==> src/rtl/mul_req_ctrl.sv <==
// Execute-stage requester for the iterative 32x32 multiplier.
// Issues MULT/MULTU, stalls until the product returns, drains on flush.
module mul_req_ctrl #(
    parameter int unsigned DRAIN_CYCLES = 2
) (
    input  logic        clk,
    input  logic        rst,
    input  logic        mul_valid_i,
    input  logic        mul_signed_i,
    input  logic [31:0] rs_data_i,
    input  logic [31:0] rt_data_i,
    input  logic        flush_i,
    input  logic        ready_i,
    input  logic [63:0] result_i,
    output logic        start_o,
    output logic        annul_o,
    output logic        signed_mul_o,
    output logic [31:0] opdata1_o,
    output logic [31:0] opdata2_o,
    output logic        stallreq_o,
    output logic        hilo_we_o,
    output logic [31:0] hi_o,
    output logic [31:0] lo_o
);

    localparam int CW = (DRAIN_CYCLES > 0) ? $clog2(DRAIN_CYCLES + 1) : 1;
    localparam logic [CW-1:0] DRAIN_LD = CW'(DRAIN_CYCLES);

    typedef enum logic [1:0] {IDLE, BUSY, DONE, FLUSH} state_e;

    state_e        state_q, state_d;
    logic [CW-1:0] cnt_q, cnt_d;
    logic          start_q, start_d;
    logic          annul_q, annul_d;
    logic          sgn_q, sgn_d;
    logic [31:0]   op1_q, op1_d;
    logic [31:0]   op2_q, op2_d;
    logic [31:0]   hi_q, hi_d;
    logic [31:0]   lo_q, lo_d;
    logic          issue;

    always_ff @(posedge clk) begin
        if (rst) begin
            state_q <= IDLE;
            cnt_q   <= '0;
            start_q <= 1'b0;
            annul_q <= 1'b0;
            sgn_q   <= 1'b0;
            op1_q   <= '0;
            op2_q   <= '0;
            hi_q    <= '0;
            lo_q    <= '0;
        end else begin
            state_q <= state_d;
            cnt_q   <= cnt_d;
            start_q <= start_d;
            annul_q <= annul_d;
            sgn_q   <= sgn_d;
            op1_q   <= op1_d;
            op2_q   <= op2_d;
            hi_q    <= hi_d;
            lo_q    <= lo_d;
        end
    end

    assign issue = (state_q == IDLE) && mul_valid_i && !flush_i;

    always_comb begin
        state_d = state_q;
        unique case (state_q)
            IDLE:    if (issue) state_d = BUSY;
            BUSY:    if (flush_i) state_d = FLUSH;
                     else if (ready_i) state_d = DONE;
            DONE:    state_d = IDLE;
            // Wait out the multiplier's end state before allowing a new issue
            FLUSH:   if (cnt_q == '0 && !ready_i) state_d = IDLE;
            default: state_d = IDLE;
        endcase
    end

    always_comb begin
        start_d = 1'b0;
        annul_d = 1'b0;
        cnt_d   = cnt_q;
        sgn_d   = sgn_q;
        op1_d   = op1_q;
        op2_d   = op2_q;
        hi_d    = hi_q;
        lo_d    = lo_q;
        unique case (state_q)
            IDLE: begin
                if (issue) begin
                    start_d = 1'b1;
                    sgn_d   = mul_signed_i;
                    op1_d   = rs_data_i;
                    op2_d   = rt_data_i;
                end
            end
            BUSY: begin
                start_d = 1'b1;
                if (flush_i) begin
                    start_d = 1'b0;
                    annul_d = 1'b1;
                    cnt_d   = DRAIN_LD;
                end else if (ready_i) begin
                    start_d = 1'b0;
                    hi_d    = result_i[63:32];
                    lo_d    = result_i[31:0];
                end
            end
            FLUSH: begin
                if (cnt_q != '0) cnt_d = cnt_q - 1'b1;
            end
            default: ;
        endcase
    end

    assign start_o      = start_q;
    assign annul_o      = annul_q;
    assign signed_mul_o = sgn_q;
    assign opdata1_o    = op1_q;
    assign opdata2_o    = op2_q;
    assign hi_o         = hi_q;
    assign lo_o         = lo_q;
    assign hilo_we_o    = (state_q == DONE) && !flush_i;
    assign stallreq_o   = issue || (state_q == BUSY) ||
                          ((state_q == FLUSH) && mul_valid_i && !flush_i);

endmodule

==> config.mk <==
export PLATFORM = sky130hd
export DESIGN_NAME = mul_req_ctrl
export DESIGN_NICKNAME = d
export VERILOG_FILES = /design/src/rtl/mul_req_ctrl.sv
export SDC_FILE = /design/constraint.sdc
export NUM_CORES = 1
export LEC_CHECK = 0
export ABC_AREA = 1
export BUFFER_PORTS_ARGS = -buffer_cell sky130_fd_sc_hd__clkbuf_2
export CAP_MARGIN = 20
export CORE_MARGIN = 10
export CORE_UTILIZATION = 39
export CTS_CLUSTER_DIAMETER = 80
export DETAILED_ROUTE_END_ITERATION = 10
export PLACE_DENSITY = 0.71
export RECOVER_POWER = 100
export SYNTH_ARGS = -nofsm -noshare
export SYNTH_HDL_FRONTEND = slang
export SYNTH_SLANG_ARGS = --single-unit
==> constraint.sdc <==
create_clock -name clk -period 1.79 [get_ports clk]
set_input_delay 0.179 -clock clk [delete_from_list [all_inputs] [get_ports clk]]
set_output_delay 0.179 -clock clk [all_outputs]
set_load 0.1 [all_outputs]
[Word level (Yosys, flattened, before mapping)]
Index checks and enable logic that the tools add are counted.
Operators by class
  bitwise gates (word level): 2
  add/sub/neg operators: 1
  multiplexer cells: 13
  reductions and logical operators: 19
  divide/modulo/power cells: 0
  shifts and indexed selects: 0
  multiply operators: 0
  magnitude comparators: 0
  equal/unequal tests: 8
Operator list (count)
  two-way mux 2 bit: 6
  AND reduction 3 bit: 3
  inequality test 2 bit, second input constant: 4
  case mux 2 bit (4 select lines): 1
  logical AND 1 bit: 6
  equality test 2 bit, second input constant: 2
  zero test 2 bit: 2
  two-way mux 1 bit: 4
  case mux 2 bit (2 select lines): 1
  nonzero test 2 bit: 2
  inequality test 3 bit, second input constant: 1
  equality test 2 x 1 -> 1 bit, second input constant: 1
  zero test 1 bit: 2
  logical OR 1 bit: 2
  inverter 1 bit: 2
  case mux 1 bit (2 select lines): 1
  AND reduction 2 bit: 1
  OR reduction 2 bit: 1
  subtractor 2 x 1 -> 2 bit, second input constant: 1
Word-level totals
  bits of input ports: 134
  RAM bits: 0
  register bits: 135
  memories kept: 0
  word-level logic and storage cells: 52
  output and inout bits: 133
  latch bits: 0
  memory bits (read-only): 0

[Logic depth before layout (Yosys ltp)]
Gate-level depths: netlist (run 1).
  depth after elaboration: 5
  gate-level depth with buffers: 9
  mapped depth without buffers: 7

[Worst setup path before layout (run 1)]
Ideal clock, no wire load.
  path type: register to output
  start: register state_q[0]
  end: output stallreq_o
  path buffers: 0
  arrival: 2.571 ns
  stages on the path, launching flop included: 3
  setup slack: -0.960 ns
  required time: 1.611 ns
  cell sequence: dfxtp_1 inv_2 o21ai_0
Between the ends
  cells in the longest elaborated chain, start to end: 5
  elaborated cells on any way between the ends: 9
  those cells by class: eq/ne: 2; reduce/logical: 7
Ends and longest elaborated chain
  start, declared: line 31  | state_e state_q, state_d;
  start signal, assigned: line 54  | state_q <= state_d;
  zero test 2 bit: line 66  | assign issue = (state_q == IDLE) && mul_valid_i && !flush_i;
  logical AND 1 bit (2 in a row): line 66
  logical OR 1 bit: line 126  | assign stallreq_o = issue || (state_q == BUSY) ||
  logical OR 1 bit (*): line 126
  end, declared: line 20  | output logic stallreq_o,
Every way passes the cells marked *; elsewhere a longest branch is shown, timed or not.

[Final worst setup path (run 1)]
  start: register state_q[1]
  end: output stallreq_o
The elaborated chain is that of the path after synthesis.

==> impl_metrics.json, run 1 <==
{
  "crit_type": "register to output port",
  "syn_avg_cell_area_um2": 7.875,
  "grt_max_degree": 68,
  "die_h_um": 132.1,
  "cts_buffers": 17,
  "slew_headroom_pct": 54.54,
  "gr-usage-all-layers_pct": 19.73,
  "dr.pass1.iters": 6,
  "via_per_inst": 4.807,
  "syn_inst": 622,
  "grtUsageMet2_pct": 30.72,
  "hold_class": "primary input to register",
  "synth_common_cells": "nor2_1 (143), dfxtp_1 (135), nand2_1 (75)",
  "synthArstFlopShare_pct": 0,
  "cts_root_buffer": "clkbuf_16",
  "grt_util_met3_pct": 9.832,
  "area_delta_synth_final_pct": 58.95,
  "tightest_slew_ps": 682.0,
  "initial_core_util_pct": 40.28,
  "finalInstanceArea_um2": 7786,
  "r2r_slack_ps": 150,
  "drt_iter0_markers": 231,
  "yosysSeqAreaShare_pct": 55.17,
  "synth_edf_count": 0,
  "power.density_nw_per_um2": 1159,
  "overflow": 0,
  "holdWs_ps": 8.524,
  "yosys.area.top_type_share_pct": 55.17,
  "clk_pin_slew_ps": 60,
  "layout_min_cycle_time_ps": 1666,
  "syn_area_um2": 4898,
  "syn-num-nets": 757,
  "grt_pass1_vias": 5244,
  "wl_mm": 17.99,
  "busiest_layer": "met2",
  "wl_per_cell_um": 15.89,
  "synth_top_area_cell": "dfxtp_1",
  "worst_setup_path_end_kind": "output port",
  "cts_max_level": 4,
  "core_um2": 12160,
  "clock.fmax_mhz": 600.1,
  "clk_latency_ps": 430,
  "io_buffers": 266,
  "antenna_found_initial": 0,
  "met1_usage_pct": 22.46,
  "vias": 5441,
  "die_w_um": 132.1,
  "finalClockSkew_ps": 7.286,
  "grt_pass1_wl_mm": 28.19,
  "min_period_over_period_pct": 93.10,
  "cts_num_sinks": 135,
  "ys_ff_latch": 135,
  "critical_path.startpoint_type": "register",
  "fin_setup_tns_ps": 0,
  "drc": 0,
  "required_ps": 1610,
  "rsz0062_at_grt": "false",
  "hold_viol_final": 0,
  "cts_tree": "built",
  "dpl.hpwl_mm": 11.69,
  "status": "finished clean",
  "ant_nets": 0,
  "io_pins": 267,
  "drv_slew": 0,
  "ys_types": 18,
  "finalSetupViolCount": 0,
  "yosys_warnings": 0,
  "path_max_fanout": 6,
  "clk_path_buf_depth": 2,
  "nets": 1086,
  "synthTopCellsByArea": "dfxtp_1 (55%), nor2_1 (11%), a21oi_1 (6.9%)",
  "synth.most_common_cell": "nor2_1",
  "total_power_mw": 9.023,
  "drive_gt1_share_pct": 32.88,
  "diodes": 0,
  "synth_ff_type": "dfxtp_1",
  "gp_congestion": 0.7788,
  "maxCapViolCount": 0,
  "dpl_cell_area_um2": 6374,
  "rows": 40,
  "p_leak_nw": 3.535,
  "arrival_ps": 1490,
  "peakVddDrop_uv": 885.8,
  "die_area_um2": 17440
}
## state kept, by name (all words and copies together), names as in the netlist
signal / cells
signed_mul_o: 1
opdata2_o: 32
state_q: 2
start_o: 1
cnt_q: 2
annul_o: 1
lo_o: 32
hi_o: 32
opdata1_o: 32
## critical path, stage by stage (launching register included)
cell and delay, ps:
dfxtp_1 450, inv_1 120, o21ai_0 210, o21ai_2 110
buf_12 170
## where the power goes
part | internal [mW] | leakage, nW | switching, mW
logic | 0.488 | 2.13 | 1.62
registers | 3.17 | 1.10 | 0.0856
clock network | 2.36 | 0.303 | 1.31
total | 6.01 | 3.54 | 3.01
## worst paths after layout
| kind | cells past startpoint | from | endpoint |
|---|---|---|---|
| setup / recovery | 4 | state_q[1] | stallreq_o |
| hold / removal | 3 | result_i[35] | hi_o[3] |
| setup reg to reg | 7 | state_q[0] | state_q[0] |
| hold reg to reg | 2 | hi_o[23] | hi_o[23] |
## cell type report
| cell class | instances | area [um2] |
|---|---|---|
| Inverter | 11 | 41.29 |
| Sequential cell | 135 | 2703 |
| Fill cell | 979 | 4375 |
| Multi-Input combinational cell | 427 | 1896 |
| Clock buffer | 19 | 442.9 |
| Clock inverter | 13 | 177.7 |
| Tap cell | 168 | 210.2 |
| Timing Repair Buffer | 359 | 2316 |
## timing repair
| action | in CTS | in global routing |
|---|---|---|
| setup buffers | 0 | 0 |
| setup endpoints to repair | 0 | 1 |
| hold endpoints to repair | 81 | 0 |
| gates resized for setup | 0 | 1 |
| hold buffers | 81 | 0 |
## logic make-up after synthesis
family	count (synthesis)	share of synthesized area, %
buffers and inverters	60	6.385
flip-flops	135	55.17
adder cells (fa/ha/maj)	1	0.2554
AND/OR/NAND/NOR	290	24.27
AO/OA/AOI/OAI	136	13.92
## layer usage
metal	share of wire (%)	wire, um	up-vias
met3	12	2153	24
met1	40	7218	2442
met4	1.5	277	0
met2	46	8337	274
li1	-	-	2701
met5	0	0	-
## layout by cell type, fill, tap and decap left out, drive strengths merged
cell type    count
dlygate4sd3     81
clkinvlp         2
nor3             1
bufinv           4
nand3           67
clkinv           6
nand2           78
ha               1
dfxtp          135
a21oi           68
buf             10
a31oi            1
clkbuf         287
nor2           144
inv             12
o21ai           67
## metrics by stage
step,utilization [%],setup WS (ps),cells
after floorplan,-,263.1,622
after global placement,52.41,433.8,1019
after detailed placement,52.41,370.3,1019
after CTS,64.18,56.54,1132
after global routing,64.02,59.56,1132
final,64.02,123.5,1132
Power figures use the tool's default switching activity.
==> run 2, diff against run 1 <==
- CTS_BUF_LIST: not set -> sky130_fd_sc_hd__clkbuf_16
==> run 2 against run 1 <==
Final cell count shrank 1.3%. Count of clock-buffer cells in the layout down 2. Combinational power down 2%. Worst hold slack improved by 7.7 ps. Power decreased by 1.2%. Sequential share of layout area rose by 0.77 points. Clock skew decreased by 1.9 ps. Wire length is 3.1% lower. Critical path type unchanged. Critical endpoint unchanged. Largest power group unchanged.
==> impl_metrics.json, run 2 (synthesis gave the netlist of run 1 again) <==
{
  "wl_mm": 17.43,
  "total_power_mw": 8.916,
  "via_per_inst": 4.761,
  "arrival_ps": 1470,
  "min_period_over_period_pct": 92.33,
  "grt_pass1_vias": 5209,
  "tightest_slew_ps": 672.3,
  "io_pins": 267,
  "diodes": 0,
  "status": "finished clean",
  "maxCapViolCount": 0,
  "gp_congestion": 0.7788,
  "path_max_fanout": 6,
  "dr.pass1.iters": 4,
  "rows": 40,
  "die_w_um": 132.1,
  "final_cell_mix": "clkbuf_2 (266), nor2_1 (143), dfxtp_1 (135)",
  "drv_slew": 0,
  "cts_num_sinks": 135,
  "p_leak_nw": 3.467,
  "cts_tree": "built",
  "vias": 5318,
  "grt_max_degree": 68,
  "critical_path.startpoint_type": "register",
  "dpl.hpwl_mm": 11.69,
  "wl_per_cell_um": 15.61,
  "hold_depth": 3,
  "hold_class": "primary input to register",
  "cp_num_buf_inv": 2,
  "die_h_um": 132.1,
  "drt_iter0_markers": 245,
  "overflow": 0,
  "fin_setup_tns_ps": 0,
  "hold_viol_final": 0,
  "crit_family": "flip-flops",
  "gr-usage-all-layers_pct": 19.06,
  "layout_min_cycle_time_ps": 1653,
  "final_common_cell": "clkbuf_2",
  "antenna_found_initial": 0,
  "drive_gt1_share_pct": 33.30,
  "critical_path_cell_count": 4,
  "clk_latency_ps": 420,
  "worst_setup_path_end_kind": "output port",
  "rsz0062_at_grt": "false",
  "initial_core_util_pct": 40.28,
  "io_buffers": 266,
  "drc": 0,
  "slew_headroom_pct": 55.18,
  "cts_buffers": 17,
  "area_delta_synth_final_pct": 55.50,
  "die_area_um2": 17440,
  "core_um2": 12160,
  "grt_pass1_wl_mm": 27.28,
  "power.density_nw_per_um2": 1170,
  "cp_cell_sequence": "inv_1, o21ai_0, o21ai_2, buf_12",
  "crit_type": "register to output port",
  "clk_path_buf_depth": 2,
  "finalSetupViolCount": 0,
  "clock.fmax_mhz": 605.1,
  "clk_pin_slew_ps": 60,
  "worstRegToRegCells": 7,
  "slowest_stage": "dfxtp_1",
  "peakVddDrop_uv": 832.3,
  "required_ps": 1610,
  "critical_path.max_stage_delay_ps": 440,
  "nets": 1071,
  "cts_root_buffer": "clkbuf_16",
  "finalClockSkew_ps": 5.353,
  "ant_nets": 0,
  "cts_max_level": 4
}
## run 2: cell types whose count changed in the layout (fill, tap and decap cells not counted)
cell / change
dlygate4sd3_1: -15
buf_12: -1
clkbuf_1: -1
clkinv_1: +1
inv_1: +1
buf_6: +1
clkbuf_8: -1
## run 2: what timing repair did
| action | 4_1_cts | 5_1_grt |
|---|---|---|
| hold buffers | 66 | 0 |
| setup endpoints to repair | 0 | 1 |
| gates resized for setup | 0 | 1 |
| hold endpoints to repair | 66 | 0 |
| setup buffers | 0 | 0 |
## run 2: path summary, 6_finish.rpt
path	start	endpoint	slack, ps
setup / recovery	state_q[1]	stallreq_o	140
hold / removal	rs_data_i[12]	opdata1_o[12]	20
setup reg to reg	state_q[0]	state_q[0]	140
hold reg to reg	hi_o[24]	hi_o[24]	460
## run 2: layer usage
metal,track usage (%),share of wire [%]
met1,21.46,40
met2,29.77,46
met3,10.37,13
met4,6.860,1.5
met5,0,0
## run 2: cell type report
class,instances,area (um2)
Inverter,11,41.29
Sequential cell,135,2703
Clock inverter,15,185.2
Multi-Input combinational cell,427,1896
Fill cell,1015,4544
Tap cell,168,210.2
Timing Repair Buffer,344,2157
Clock buffer,17,425.4
## run 2: metrics by stage
| step | std cells | util, % | setup WS (ps) | hold slack [ps] | area [um2] |
|---|---|---|---|---|---|
| CTS | 1117 | 62.86 | 59.18 | 0.07183 | 7645 |
| global route | 1117 | 62.63 | 58.81 | 7.150 | 7617 |
| global placement | 1019 | 52.41 | 433.8 | 413.7 | 6374 |
| finish | 1117 | 62.63 | 137.3 | 16.22 | 7617 |
| detailed placement | 1019 | 52.41 | 370.3 | 420.4 | 6374 |
| floorplan | 622 | - | 263.1 | 327.4 | 4913 |
## run 2: tightest hold or removal path: cells and delay by family
family / cells / cell delay [ps]
AND/OR/NAND/NOR: 1 / 70
buffers and inverters: 1 / 70
AO/OA/AOI/OAI: 1 / 70
## run 2: power by group
part           total, mW  switching, mW  internal [mW]
Sequential          3.25         0.0846           3.17
Combinational       2.07           1.61          0.465
Clock               3.59           1.28           2.31
